File: src/rtl/mult_share_arbiter_pkg.sv
// Shared sizing and state encoding for the multiplier-sharing arbiter.
package mult_share_pkg;
  localparam int N_REQ  = 4;
  localparam int OP_W   = 4;
  localparam int PROD_W = 2 * OP_W;
  localparam int ID_W   = $clog2(N_REQ);

  typedef enum logic {
    EMPTY = 1'b0,
    FULL  = 1'b1
  } state_t;
endpackage

File: src/rtl/mult_share_arbiter_rr.sv
// Combinational round-robin picker: first asserted request at or after ptr.
module rr_arbiter #(
  parameter int N  = 4,
  parameter int IW = 2
) (
  input  logic [N-1:0]  req,
  input  logic [IW-1:0] ptr,
  input  logic          en,
  output logic [N-1:0]  grant,
  output logic [IW-1:0] idx,
  output logic          vld
);
  logic [IW-1:0] j;

  always_comb begin
    grant = '0;
    idx   = '0;
    vld   = 1'b0;
    j     = '0;
    for (int k = 0; k < N; k++) begin
      j = IW'((int'(ptr) + k) % N);
      if (en && !vld && req[j]) begin
        vld      = 1'b1;
        grant[j] = 1'b1;
        idx      = j;
      end
    end
  end
endmodule

File: src/rtl/mult_share_arbiter.sv
// Round-robin sharing of one external combinational multiplier among N_REQ
// requesters, with a single registered result slot tagged by requester index.
module mult_share_arbiter #(
  parameter int N_REQ = mult_share_pkg::N_REQ,
  parameter int OP_W  = mult_share_pkg::OP_W,
  parameter int ID_W  = mult_share_pkg::ID_W
) (
  input  logic                    clk,
  input  logic                    rst_n,
  input  logic [N_REQ-1:0]        req_valid,
  output logic [N_REQ-1:0]        req_ready,
  input  logic [N_REQ*OP_W-1:0]   req_a,
  input  logic [N_REQ*OP_W-1:0]   req_b,
  input  logic [N_REQ-1:0]        req_signed,
  output logic [OP_W-1:0]         mul_a,
  output logic [OP_W-1:0]         mul_b,
  output logic                    mul_signed,
  input  logic [2*OP_W-1:0]       mul_product,
  output logic                    rsp_valid,
  input  logic                    rsp_ready,
  output logic [ID_W-1:0]         rsp_id,
  output logic [2*OP_W-1:0]       rsp_product
);
  import mult_share_pkg::*;

  state_t                         state, state_nxt;
  logic [ID_W-1:0]                rr_ptr, gnt_idx;
  logic [N_REQ-1:0]               gnt;
  logic                           gnt_vld, can_issue;
  logic [N_REQ-1:0][OP_W-1:0]     lane_a, lane_b;

  for (genvar i = 0; i < N_REQ; i++) begin : g_lane
    assign lane_a[i] = req_a[i*OP_W +: OP_W];
    assign lane_b[i] = req_b[i*OP_W +: OP_W];
  end

  assign rsp_valid = (state == FULL);
  // A full slot being drained this cycle frees it for a new result.
  assign can_issue = (state == EMPTY) || rsp_ready;

  // rst_n gates the grant so no handshake can complete while reset is held.
  rr_arbiter #(.N(N_REQ), .IW(ID_W)) u_arb (
    .req   (req_valid),
    .ptr   (rr_ptr),
    .en    (can_issue & rst_n),
    .grant (gnt),
    .idx   (gnt_idx),
    .vld   (gnt_vld)
  );

  assign req_ready = gnt;

  // One-hot OR mux; all-zero with no grant keeps the multiplier inputs quiet.
  always_comb begin
    mul_a      = '0;
    mul_b      = '0;
    mul_signed = 1'b0;
    for (int i = 0; i < N_REQ; i++) begin
      if (gnt[i]) begin
        mul_a      = mul_a | lane_a[i];
        mul_b      = mul_b | lane_b[i];
        mul_signed = mul_signed | req_signed[i];
      end
    end
  end

  always_comb begin
    state_nxt = state;
    if (gnt_vld)
      state_nxt = FULL;
    else if (rsp_ready)
      state_nxt = EMPTY;
  end

  always_ff @(posedge clk or negedge rst_n) begin
    if (!rst_n) begin
      state       <= EMPTY;
      rsp_id      <= '0;
      rsp_product <= '0;
      rr_ptr      <= '0;
    end else begin
      state <= state_nxt;
      if (gnt_vld) begin
        rsp_product <= mul_product;
        rsp_id      <= gnt_idx;
        rr_ptr      <= (int'(gnt_idx) == N_REQ - 1) ? '0 : gnt_idx + 1'b1;
      end
    end
  end
endmodule

File: config.mk
export PLATFORM = sky130hd
export DESIGN_NAME = mult_share_arbiter
export DESIGN_NICKNAME = d
export VERILOG_FILES = /design/src/rtl/mult_share_arbiter_pkg.sv /design/src/rtl/mult_share_arbiter_rr.sv /design/src/rtl/mult_share_arbiter.sv
export SDC_FILE = /design/constraint.sdc
export NUM_CORES = 1
export LEC_CHECK = 0
export ABC_AREA = 1
export CAP_MARGIN = 25
export CELL_PAD_IN_SITES_DETAIL_PLACEMENT = 0
export CELL_PAD_IN_SITES_GLOBAL_PLACEMENT = 1
export CORE_MARGIN = 2
export CORE_UTILIZATION = 27
export CTS_CLUSTER_SIZE = 20
export DETAILED_ROUTE_END_ITERATION = 12
export GPL_ROUTABILITY_DRIVEN = 0
export PLACE_DENSITY = 0.85
export SYNTH_ARGS = -nofsm -noshare
export SYNTH_HDL_FRONTEND = slang
export SYNTH_SLANG_ARGS = --single-unit
export TNS_END_PERCENT = 100
File: constraint.sdc
create_clock -name clk -period 4.38 [get_ports clk]
set_input_delay 1.095 -clock clk [delete_from_list [all_inputs] [get_ports clk]]
set_output_delay 1.095 -clock clk [all_outputs]
set_load 0.1 [all_outputs]
==> results of run 1 <==
==> worst reg2reg max path, cell delays in order, from the launching register on <==
cell and delay (ps):
dfrtp_1 560, inv_2 180, ha_1 380, inv_1 110, nand3_1 110, inv_1 80, nor2_2 60, buf_4 150
a21oi_4 160, nand2_4 110, nor2_4 330, o21ai_1 120
==> logic make-up (layout without fill, tap and decap cells) <==
family                   after synthesis  after routing  share of synthesized area [%]
AND/OR/NAND/NOR                      161            161                           54.3
adder cells (fa/ha/maj)                6              6                           5.44
buffers and inverters                 34            114                           11.2
flip-flops                            13             13                           23.6
AO/OA/AOI/OAI                         13             13                           5.54
==> how the worst max path moves through the flow <==
stage / endpoint / cells past startpoint / startpoint / slack (ps)
2_1_floorplan: mul_a[0] / 12 / rst_n / 60
3_3_place_gp: mul_a[0] / 13 / req_valid[3] / 200
3_5_place_dp: mul_a[0] / 13 / req_valid[3] / 190
4_1_cts: mul_a[0] / 13 / req_valid[3] / 190
5_1_grt: mul_b[1] / 14 / rst_n / 40
6_report: mul_a[0] / 13 / req_valid[3] / 280
==> metal layers <==
| metal | track usage (%) | wire length [um] |
|---|---|---|
| met4 | 2.14 | 12 |
| met3 | 3.31 | 345 |
| met2 | 24.6 | 1810 |
| met5 | 0 | 0 |
| met1 | 19.6 | 1880 |
==> registers in the layout, summed over array words and instances (netlist names), named ones only <==
signal	flops
rr_ptr	1
rsp_id	2
rsp_product	8
rsp_valid	1
==> layout by cell type, fill, tap and decap left out, drive strengths merged, types with 2 or more instances in the layout <==
cell,count
nand2,125
inv,30
nor2,11
clkbuf,4
nand3,18
ha,6
buf,18
nor3,4
nand4,2
o21ai,12
dfrtp,13
clkdlybuf4s50,61
==> per-stage QoR <==
stage / utilization, % / cells / instance area, um2 / hold slack, ps
2_1_floorplan: - / 227 / 1380 / 742
3_3_place_gp: 46.7 / 373 / 2340 / 473
3_5_place_dp: 46.7 / 373 / 2340 / 480
4_1_cts: 47.6 / 377 / 2380 / 497
5_1_grt: 47.9 / 377 / 2400 / 512
6_report: 47.9 / 377 / 2400 / 492
==> what timing repair did <==
item,4_1_cts,5_1_grt
setup endpoints to repair,0,6
resized for setup,0,3
hold buffers,0,0
hold endpoints to repair,0,0
==> layout make-up <==
type	count	area, um2
Fill cell	513	2610
Multi-Input combinational cell	180	915
Timing Repair Buffer	79	908
Sequential cell	13	325
Inverter	31	116
Tap cell	70	87.6
Clock buffer	4	45.0
==> flow_summary.json, run 1 <==
{
  "dp_slack_ps": 192,
  "syn-cell-area_um2": 1380,
  "rows": 26,
  "wirelength_um": 4050,
  "rr_worst_depth": 11,
  "cts_tree": "yes",
  "synth_top_area_share_pct": 28.9,
  "finalSetupViolations": 0,
  "coreArea_um2": 5010,
  "drive_gt1_share_pct": 16.6,
  "grt_usage_pct": 14.6,
  "ys_seq_elements": 13,
  "tightest_slew_ps": 982,
  "post-dp-hpwl_um": 3170,
  "fin_ws_ps": 276,
  "path_class": "input pin to output pin",
  "fmax_mhz": 244,
  "ys.flop_type": "dfrtp_1",
  "worstSetupEndpointType": "output pin",
  "whs_path_depth": 2,
  "fin_tns_setup_ps": 0,
  "syn_inst": 227,
  "hold_path.class": "flop to flop",
  "path_common_cell": "nand2_1",
  "period_share_pct": 93.7,
  "maxCapViolCount": 0,
  "crit_slowest_cell": "clkdlybuf4s50_1",
  "grt_pass1_wl_um": 6620,
  "post-synth-top-count-cell": "nand2_1",
  "crit_family": "simple AND/OR/NAND/NOR gates",
  "drt_iter0_markers": 45,
  "ys_types": 23,
  "cts_buffers": 3,
  "critPathBufInv": 3,
  "slew_viol_final": 0,
  "path_max_fanout": 10,
  "synth_nets": 284,
  "ys_seq_area_share_pct": 23.6,
  "cts.path.max_buffers": 2,
  "cts_sinks": 13,
  "drc": 0,
  "critPathMaxStageDelay_ps": 430,
  "maxSlewHeadroom_pct": 34.3,
  "diodes": 0,
  "async_flop_share_pct": 100,
  "yosys.area.top_type": "nand2_1",
  "whs_endpoint": "rsp_id[0]$_DFFE_PN0P_",
  "synth.avg_cell_area_um2": 6.07,
  "path_cells": "clkdlybuf4s50_1, nand2_1, nand3_2, nand2_2, nand4_2, nor2_4, nand2_1, nand2_2, nand2_1, nand2_1, inv_1, nand2_1, buf_12",
  "root_buffer": "clkbuf_8",
  "ios": 75,
  "wire_per_inst_um": 10.7,
  "cts_setup_buffers": 0,
  "finalClockSkew_ps": 5.96,
  "htree_num_levels": 1,
  "firstDrtPassIters": 4,
  "rsz0062_at_grt": "no",
  "clk_latency_ps": 240,
  "path_clk_slew_ps": 50,
  "hp-start": "rsp_id[0]$_DFFE_PN0P_",
  "area_growth_pct": 73.9,
  "postRouteAntennaNets": 0,
  "worstPathArrival_ps": 3010,
  "die_h_um": 75.5,
  "yosys_warnings": 0,
  "num_vias": 1586,
  "gr-total-overflow": 0,
  "fin_crit_ps": 4100,
  "nets": 365,
  "die_w_um": 75.5,
  "grt_max_degree": 14,
  "ff2ff_setup_slack_ps": 1900,
  "initial_core_util_pct": 27.5,
  "hold_viol_final": 0,
  "outcome": "complete, no violations",
  "viasPerCell": 4.21,
  "grt_pass1_vias": 1543,
  "r2r-end": "rsp_valid$_DFFE_PN0P_",
  "portBuffers": 74,
  "startpoint_type": "input pin",
  "synth_area_leaders": "nand2_1 (29%), dfrtp_1 (24%), nand2_2 (8.2%), inv_1 (7.9%), ha_1 (5.4%)",
  "synth_edf_count": 0,
  "synth_common_cells": "nand2_1 (106), inv_1 (29), nand2_2 (18), nand3_1 (15), dfrtp_1 (13)",
  "antenna_found_initial": 0,
  "required_ps": 3280,
  "fp.dieArea_um2": 5690
}
Power of run 1 is left out: the tool's default activity adds up to more than one toggle a clock period on the data nets, which glitch-free logic cannot reach.
==> run 2: changes to the inputs <==
--- a/config.mk
+++ b/config.mk
@@ -15,6 +15,7 @@
 export DETAILED_ROUTE_END_ITERATION = 12
 export GPL_ROUTABILITY_DRIVEN = 0
 export PLACE_DENSITY = 0.85
+export SLEW_MARGIN = 25
 export SYNTH_ARGS = -nofsm -noshare
 export SYNTH_HDL_FRONTEND = slang
 export SYNTH_SLANG_ARGS = --single-unit
==> constraint.sdc (replaced) <==
create_clock -name clk -period 4.9 [get_ports clk]
set_input_delay 1.225 -clock clk [delete_from_list [all_inputs] [get_ports clk]]
set_output_delay 1.225 -clock clk [all_outputs]
set_load 0.1 [all_outputs]
==> run 2 against run 1 <==
  * Hold slack got worse by 5.8 ps
  * Final cell count decreased by 0.53%
  * Die area unchanged
  * Critical endpoint unchanged
  * Setup slack improved by 100 ps
  * Non-clock buffer count decreased by 2
  * Largest cell class unchanged
  * Flip-flop and latch count unchanged
  * Global-route usage decreased by 0.66 points
  * Clock skew decreased by 1.5 ps
  * Final area decreased by 1.3%
  * Highest routed layer unchanged
  * Via count decreased by 1.5%
  * First-iteration DRC count decreased by 38%
  * Sequential share of layout area increased by 0.17 points
==> flow_summary.json, run 2 (synthesis gave the netlist of run 1 again) <==
{
  "die_w_um": 75.5,
  "num_vias": 1562,
  "coreArea_um2": 5010,
  "outcome": "complete, no violations",
  "wirelength_um": 3970,
  "fmax_mhz": 221,
  "regMostFlops": "rsp_product",
  "nets": 363,
  "ios": 75,
  "cts_buffers": 3,
  "initial_core_util_pct": 27.5,
  "fin_crit_ps": 4520,
  "maxSlewHeadroom_pct": 33.7,
  "slew_viol_final": 0,
  "finalSetupViolations": 0,
  "grt_pass1_vias": 1459,
  "cts.path.max_buffers": 2,
  "diodes": 0,
  "hold_viol_final": 0,
  "cts_resized": 0,
  "cts_hold_buf": 0,
  "path_clk_slew_ps": 50,
  "postRouteAntennaNets": 0,
  "cts_tree": "yes",
  "path_max_fanout": 11,
  "cts_sinks": 13,
  "most-common-layout-cells": "nand2_1 (106), clkdlybuf4s50_1 (61), inv_1 (29)",
  "root_buffer": "clkbuf_8",
  "firstDrtPassIters": 4,
  "viasPerCell": 4.17,
  "rows": 26,
  "finalClockSkew_ps": 4.50,
  "maxCapViolCount": 0,
  "drt_iter0_markers": 28,
  "required_ps": 3670,
  "drc": 0,
  "gr-total-overflow": 0,
  "clk_latency_ps": 240,
  "grt_max_degree": 14,
  "worstSetupEndpointType": "output pin",
  "path_class": "input pin to output pin",
  "cts_setup_buffers": 0,
  "portBuffers": 74,
  "final_common_cell": "nand2_1",
  "grt_usage_pct": 14.0,
  "fp.dieArea_um2": 5690,
  "grt_pass1_wl_um": 6270,
  "antenna_found_initial": 0,
  "largest_reg_flops": 8,
  "worstPathArrival_ps": 3300,
  "area_growth_pct": 71.7,
  "post-dp-hpwl_um": 3180,
  "fillers": 515,
  "top_regs": "rsp_product x8, rsp_id x2",
  "tightest_slew_ps": 991,
  "wire_per_inst_um": 10.6,
  "period_share_pct": 92.3,
  "fin_tns_setup_ps": 0,
  "htree_num_levels": 1,
  "die_h_um": 75.5,
  "hold_path.class": "flop to flop",
  "rsz0062_at_grt": "no",
  "drive_gt1_share_pct": 16.1,
  "startpoint_type": "input pin"
}
[run 2: changes by cell type in the layout (fill, tap and decap cells not counted), sizes merged]
cell / change
buf: -2
[run 2: worst max-delay path, stage by stage]
cell	delay, ps
clkdlybuf4s50_1	420
nand2_1	130
nand3_2	90
nand2_2	260
nand4_2	160
nor2_4	200
nand2_1	100
nand2_2	220
nand2_1	80
nand2_1	80
inv_1	40
nand2_1	100
buf_12	180
[run 2: metal layers]
layer	GRT usage (%)	routed length (um)
met2	23.7	1780
met4	2.53	12
met3	3.31	279
met5	0	0
met1	18.4	1910
[run 2: worst paths after layout]
kind | to | slack (ps) | from | depth (start not counted)
worst max-delay path | mul_a[0] | 380 | req_valid[3] | 13
worst min-delay path | rsp_product[4]$_DFFE_PN0P_ | 490 | rsp_product[4]$_DFFE_PN0P_ | 2
max in group asynchronous | rsp_product[6]$_DFFE_PN0P_ | 3420 | rst_n | 2
worst min register to register | rsp_product[4]$_DFFE_PN0P_ | 490 | rsp_product[4]$_DFFE_PN0P_ | 2
worst max register to register | rsp_valid$_DFFE_PN0P_ | 2500 | flop | 10
min in group asynchronous | rsp_product[5]$_DFFE_PN0P_ | 1320 | rst_n | 2
[run 2: per-stage QoR]
stage / utilization (%) / instances / setup slack [ps] / hold WS, ps / area [um2]
6_report: 47.3 / 375 / 379 / 486 / 2370
5_1_grt: 47.3 / 375 / 158 / 508 / 2370
4_1_cts: 47.3 / 375 / 344 / 492 / 2370
3_5_place_dp: 46.4 / 371 / 356 / 477 / 2320
3_3_place_gp: 46.4 / 371 / 380 / 474 / 2320
2_1_floorplan: - / 227 / 324 / 742 / 1380
[run 2: final cells by class]
type | count | area, um2 | share of cell area [%]
well taps | 70 | 87.6 | 3.70
repair buffers | 77 | 893 | 37.7
clock buffers | 4 | 45.0 | 1.90
flip-flops and latches | 13 | 325 | 13.7
multi-input cells | 180 | 900 | 38.0
inverters | 31 | 116 | 4.92
Power of run 2 is left out for the same reason.
==> run 3: changes to the inputs <==
--- a/config.mk
+++ b/config.mk
@@ -5,16 +5,16 @@
 export SDC_FILE = /design/constraint.sdc
 export NUM_CORES = 1
 export LEC_CHECK = 0
-export ABC_AREA = 1
 export CAP_MARGIN = 25
 export CELL_PAD_IN_SITES_DETAIL_PLACEMENT = 0
 export CELL_PAD_IN_SITES_GLOBAL_PLACEMENT = 1
 export CORE_MARGIN = 2
-export CORE_UTILIZATION = 27
+export CORE_UTILIZATION = 34
 export CTS_CLUSTER_SIZE = 20
 export DETAILED_ROUTE_END_ITERATION = 12
 export GPL_ROUTABILITY_DRIVEN = 0
-export PLACE_DENSITY = 0.85
+export HOLD_SLACK_MARGIN = 0.06
+export PLACE_DENSITY = 0.87
 export SLEW_MARGIN = 25
 export SYNTH_ARGS = -nofsm -noshare
 export SYNTH_HDL_FRONTEND = slang
==> run 3 against run 2 <==
  * Clock skew decreased by 2.8 ps
  * Global-route usage increased by 6.5 points
  * Register-to-register slack got worse by 210 ps
  * Count of clock-buffer cells in the layout decreased by 1
  * Die area increased by 6.3%
  * Maximum frequency decreased by 0.12%
  * Largest cell class unchanged
==> flow_summary.json, run 3 <==
{
  "worstSetupEndpointType": "output pin",
  "seqCellArea_um2": 325,
  "yosys.area.top_type": "dfrtp_1",
  "use_met1_pct": 26.9,
  "drt_iter0_markers": 180,
  "cts_sinks": 13,
  "synth.avg_cell_area_um2": 8.38,
  "coreArea_um2": 5170,
  "maxCapViolCount": 0,
  "grt_pass1_wl_um": 10500,
  "multi_input_area_um2": 1440,
  "maxSlewHeadroom_pct": 34.5,
  "cts.path.max_buffers": 2,
  "ys_seq_area_share_pct": 17.6,
  "post-synth-top-count-cell": "nand2_1",
  "nets": 361,
  "postRouteAntennaNets": 0,
  "worstPathArrival_ps": 3300,
  "htree_num_levels": 1,
  "rsz0062_at_grt": "no",
  "path_clk_slew_ps": 50,
  "ys_types": 45,
  "slew_viol_final": 0,
  "ys.flop_type": "dfrtp_1",
  "antenna_found_initial": 0,
  "post-dp-hpwl_um": 4760,
  "most-common-layout-cells": "clkdlybuf4s50_1 (57), nand2_1 (35), a22oi_1 (30)",
  "final_common_cell": "clkdlybuf4s50_1",
  "top_regs": "rsp_product x8, rsp_id x2",
  "hold_path.class": "flop to flop",
  "stdcell_area_um2": 2990,
  "synth_edf_count": 0,
  "syn-cell-area_um2": 1850,
  "cts_hold_buf": 0,
  "largest_reg_flops": 8,
  "fin_tns_setup_ps": 0,
  "area_growth_pct": 61.2,
  "grt_max_degree": 24,
  "path_class": "input pin to output pin",
  "fin_crit_ps": 4530,
  "fp.dieArea_um2": 6050,
  "wirelength_um": 6520,
  "period_share_pct": 92.4,
  "die_h_um": 77.8,
  "cts_buffers": 3,
  "initial_core_util_pct": 35.8,
  "num_vias": 2236,
  "path_max_fanout": 7,
  "yosys_warnings": 0,
  "tightest_slew_ps": 980,
  "finalSetupViolations": 0,
  "synth_common_cells": "nand2_1 (35), a22oi_1 (30), dfrtp_1 (13), inv_1 (13)",
  "synth_top_area_share_pct": 17.6,
  "hold_viol_final": 0,
  "syn_inst": 221,
  "grt_util_met2_pct": 36.2,
  "firstDrtPassIters": 5,
  "async_flop_share_pct": 100,
  "synth_area_leaders": "dfrtp_1 (18%), a22oi_1 (12%), nand2_1 (7.1%), mux2_1 (5.5%), a222oi_1 (5.4%)",
  "drc": 0,
  "root_buffer": "clkbuf_8",
  "rows": 26,
  "grt_usage_pct": 20.5,
  "busiest_layer": "met2",
  "outcome": "complete, no violations",
  "required_ps": 3670,
  "finalClockSkew_ps": 1.66,
  "wire_per_inst_um": 17.5,
  "viasPerCell": 5.99,
  "portBuffers": 74,
  "startpoint_type": "input pin",
  "die_w_um": 77.8,
  "grtUsageMet3_pct": 2.56,
  "cts_tree": "yes",
  "ys_seq_elements": 13,
  "grt_pass1_vias": 2159,
  "fmax_mhz": 221,
  "diodes": 0,
  "drive_gt1_share_pct": 21.1,
  "clk_latency_ps": 250,
  "synth_nets": 278,
  "ios": 75,
  "gr-total-overflow": 0,
  "regMostFlops": "rsp_product",
  "place_area_um2": 2900,
  "fillers": 451
}
-- run 3: cell count changes in the layout (fill, tap and decap cells not counted), sizes merged, moves of 10 or more --
cell	change
inv	-16
nand3	-18
buf	+17
mux2	+11
o22ai	+10
a22oi	+30
a222oi	+10
nand2	-90
-- run 3: layer usage --
layer | share of wire (%) | vias up | wire length (um)
met5 | 0 | - | 0
met2 | 48 | 136 | 3140
met4 | 0.52 | 0 | 34
met1 | 43 | 1060 | 2790
met3 | 8.4 | 3 | 550
li1 | - | 1037 | -
-- run 3: repair_timing --
item / in CTS / in global routing
setup endpoints to repair: 0 / 9
buffers inserted: 0 / 1
gates resized for setup: 0 / 6
-- run 3: worst max-delay path: stages --
cell and delay, ps:
dlymetal6s2s_1 190, mux4_2 550, or4_4 550, o32ai_2 240, nand2_1 110, o2111a_1 160, o211ai_2 90, buf_12 200
-- run 3: cell type report --
type / count / share of cell area [%]
Clock buffer: 3 / 1.38
Tap cell: 70 / 2.93
Clock inverter: 1 / 0.168
Timing Repair Buffer: 94 / 34.5
Multi-Input combinational cell: 178 / 48.3
Sequential cell: 13 / 10.9
Inverter: 14 / 1.76
-- run 3: worst paths after layout --
kind | startpoint | endpoint | slack [ps] | cells past startpoint
min in group asynchronous | rst_n | rsp_product[1]$_DFFE_PN0P_ | 1330 | 2
min | rsp_product[0]$_DFFE_PN0P_ | rsp_product[0]$_DFFE_PN0P_ | 490 | 1
max in group asynchronous | rst_n | rsp_product[6]$_DFFE_PN0P_ | 3410 | 2
max reg2reg | flop | rsp_product[6]$_DFFE_PN0P_ | 2290 | 7
min reg2reg | rsp_product[0]$_DFFE_PN0P_ | rsp_product[0]$_DFFE_PN0P_ | 490 | 1
max | req_valid[0] | mul_b[0] | 370 | 8
-- run 3: cells by family after synthesis --
| family | share of synthesized area [%] |
|---|---|
| DFF | 17.6 |
| AOI/OAI and AO/OA | 40.6 |
| and+or+nand+nor | 16.0 |
| muxes | 14.3 |
| xor gates and xnor gates | 0.473 |
| adders and majority gates | 4.05 |
| buffers and inverters | 7.03 |
-- run 3: metrics by stage --
step	cells	utilization (%)	hold slack, ps	setup WS, ps
after floorplan	221	-	793	8.66
after global placement	367	56.0	461	40.2
after detailed placement	367	56.0	478	-14.8
after CTS	371	56.9	496	7.27
after global routing	373	57.7	502	281
final	373	57.7	489	374
Power of run 3 is left out for the same reason.
==> patch (flow settings as in run 2) <==
`N_REQ`: 4 -> 8.
--- a/src/rtl/mult_share_arbiter_pkg.sv
+++ b/src/rtl/mult_share_arbiter_pkg.sv
@@ -1,6 +1,6 @@
 // Shared sizing and state encoding for the multiplier-sharing arbiter.
 package mult_share_pkg;
-  localparam int N_REQ  = 4;
+  localparam int N_REQ  = 8;
   localparam int OP_W   = 4;
   localparam int PROD_W = 2 * OP_W;
   localparam int ID_W   = $clog2(N_REQ);
Ports: changed (6 resized); port bits go from 75 to 120. No check against the original RTL was run, so the function may have changed too.
==> patch against run 2 <==
  * Wire length rose to 2.9 times the old value
  * Register-to-register slack got worse by 1.1 ns
  * Design area rose by 110%
  * Sequential cell count rose by 2
  * Worst setup slack got worse by 0.27 ns
  * Clock skew fell by 0.0031 ns
  * Synthesized cell count rose by 120%
  * Die area rose by 87%
  * Area after synthesis rose by 93%
Power is not shown: default switching activity piles up to over one toggle a cycle in this logic, so the estimate is an artifact.
==> patch: results (changes against run 2) <==
stage;metric;value;unit;change
sta;post-route clock skew;0.00139;ns;-0.00311 ns
cts;CTS Buf Count;3;;unchanged
synth;post-synthesis compound-gate area fraction;0.0570;;+0.00161
run_status;status;finished clean;;
synth;library cells used by synthesis;34;;+48%
synth;synthesis-stage register bit count;15;;+2
synth;asr flop ratio synth;1.00;;unchanged
synth;register area share after synthesis;0.141;;-0.0947
layout;layout cells sized above 1;0.253;;+0.0924
cts;CTS root buf;clkbuf_8;;
setup_path;CP max FO;10;;-1
global_route;first-pass GRT wire length;17500;um;+180%
setup_path;CP arrival;3.56;ns;+0.26 ns
worst_hold_path;Hold Crit Class;reg -> reg;;
synth;Yosys Warn Count;0;;unchanged
synth;multiplexer area fraction after synthesis;0;;unchanged
global_route;initial antenna violation count;0;;unchanged
cts;Max H-tree Level;1;;unchanged
layout;nets;759;;+110%
placed_design;Post-DP Area;0.00444;mm2;+91%
layout;Regs by FF count;rsp_product (8), rsp_id (3), rr_ptr (2);;
layout;max reg flops;8;;unchanged
global_route;All-Layer GR Usage;0.207;;+0.0676
setup_path;CP delay by family, top;simple AND/OR/NAND/NOR gates;;
placed_design;Post-DP HPWL;8930;um;+180%
drt;drt first pass iters;5;;+1
drt;drt wl/cell;14.7;um;+39%
synth;XOR/XNOR share of the synthesized area;0;;unchanged
sta;Slew headroom;0.338;;+0.000750
cts;clk buf depth;2;;unchanged
global_route;largest net degree at the start of global routing;22;;+8
synth;Synth area leaders;nand2_1 34%, dfrtp_1 14%, nor2_1 7.8%;;
layout;diode count;0;;unchanged
synth;Top FF cell, synth;dfrtp_1;;
placed_design;Buffers on Ports;119;;+61%
setup_path;peak per-stage delay on the critical path;0.50;ns;+0.08 ns
drt;Vias;3806;;+140%
synth;area share of fa/ha/maj cells after synthesis;0.0330;;-0.0215
synth;synthesized net count;600;;+110%
global_route;vias in the first global route;3611;;+150%
synth;commonest cells in the synthesized netlist;240 x nand2_1, 55 x nor2_1, 40 x nand3_1;;
cts;Clock transition at path regs;0.06;ns;
cts;clk_lat worst skew;0.25;ns;
drt;Initial DRC Count;243;;+770%
setup_path;Slowest cell on crit path;clkdlybuf4s50_1;;
patch: timing repair:
| action | 4_1_cts | 5_1_grt |
|---|---|---|
| resized for setup | 22 | 56 |
| buffers inserted | 3 | 4 |
| pin swaps | 2 | 18 |
| cloned | 1 | 0 |
| setup endpoints to repair | 9 | 12 |
patch: path summary, 6_finish.rpt:
path | start | to | slack (ns) | depth (start not counted)
max | rst_n | mul_b[2] | 0.11 | 15
min | rsp_product[0] | rsp_product[0] | 0.48 | 2
max reg2reg | rr_ptr[1] | rr_ptr[2] | 1.36 | 22
min reg2reg | rsp_product[0] | rsp_product[0] | 0.48 | 2
max in group asynchronous | rst_n | rr_ptr[1] | 3.37 | 2
min in group asynchronous | rst_n | rsp_valid | 1.35 | 2
patch: layer usage:
metal	vias up	track usage	wire length [um]
met2	127	0.356	5990
met5	-	0	0
met4	0	0.0607	240
met1	1735	0.272	4830
met3	23	0.0289	609
li1	1921	-	-
patch: stage by stage:
step	instances	setup TNS [ns]	utilization	hold slack, ns	setup WS [ns]
final	793	0	0.501	0.476	0.113
after global routing	793	-0.0935	0.501	0.496	-0.0205
after CTS	790	0	0.479	0.481	0.000305
after detailed placement	782	-0.843	0.459	0.463	-0.124
after global placement	782	-0.743	0.459	0.458	-0.113
after floorplan	502	0	-	0.739	0.0653
patch: final cells by class:
cell class / count / area, um2
Tap cell: 133 / 166
Multi-Input combinational cell: 436 / 2350
Clock inverter: 1 / 5.00
Timing Repair Buffer: 166 / 1770
Fill cell: 977 / 4830
Clock buffer: 3 / 41.3
Sequential cell: 15 / 377
Inverter: 39 / 150
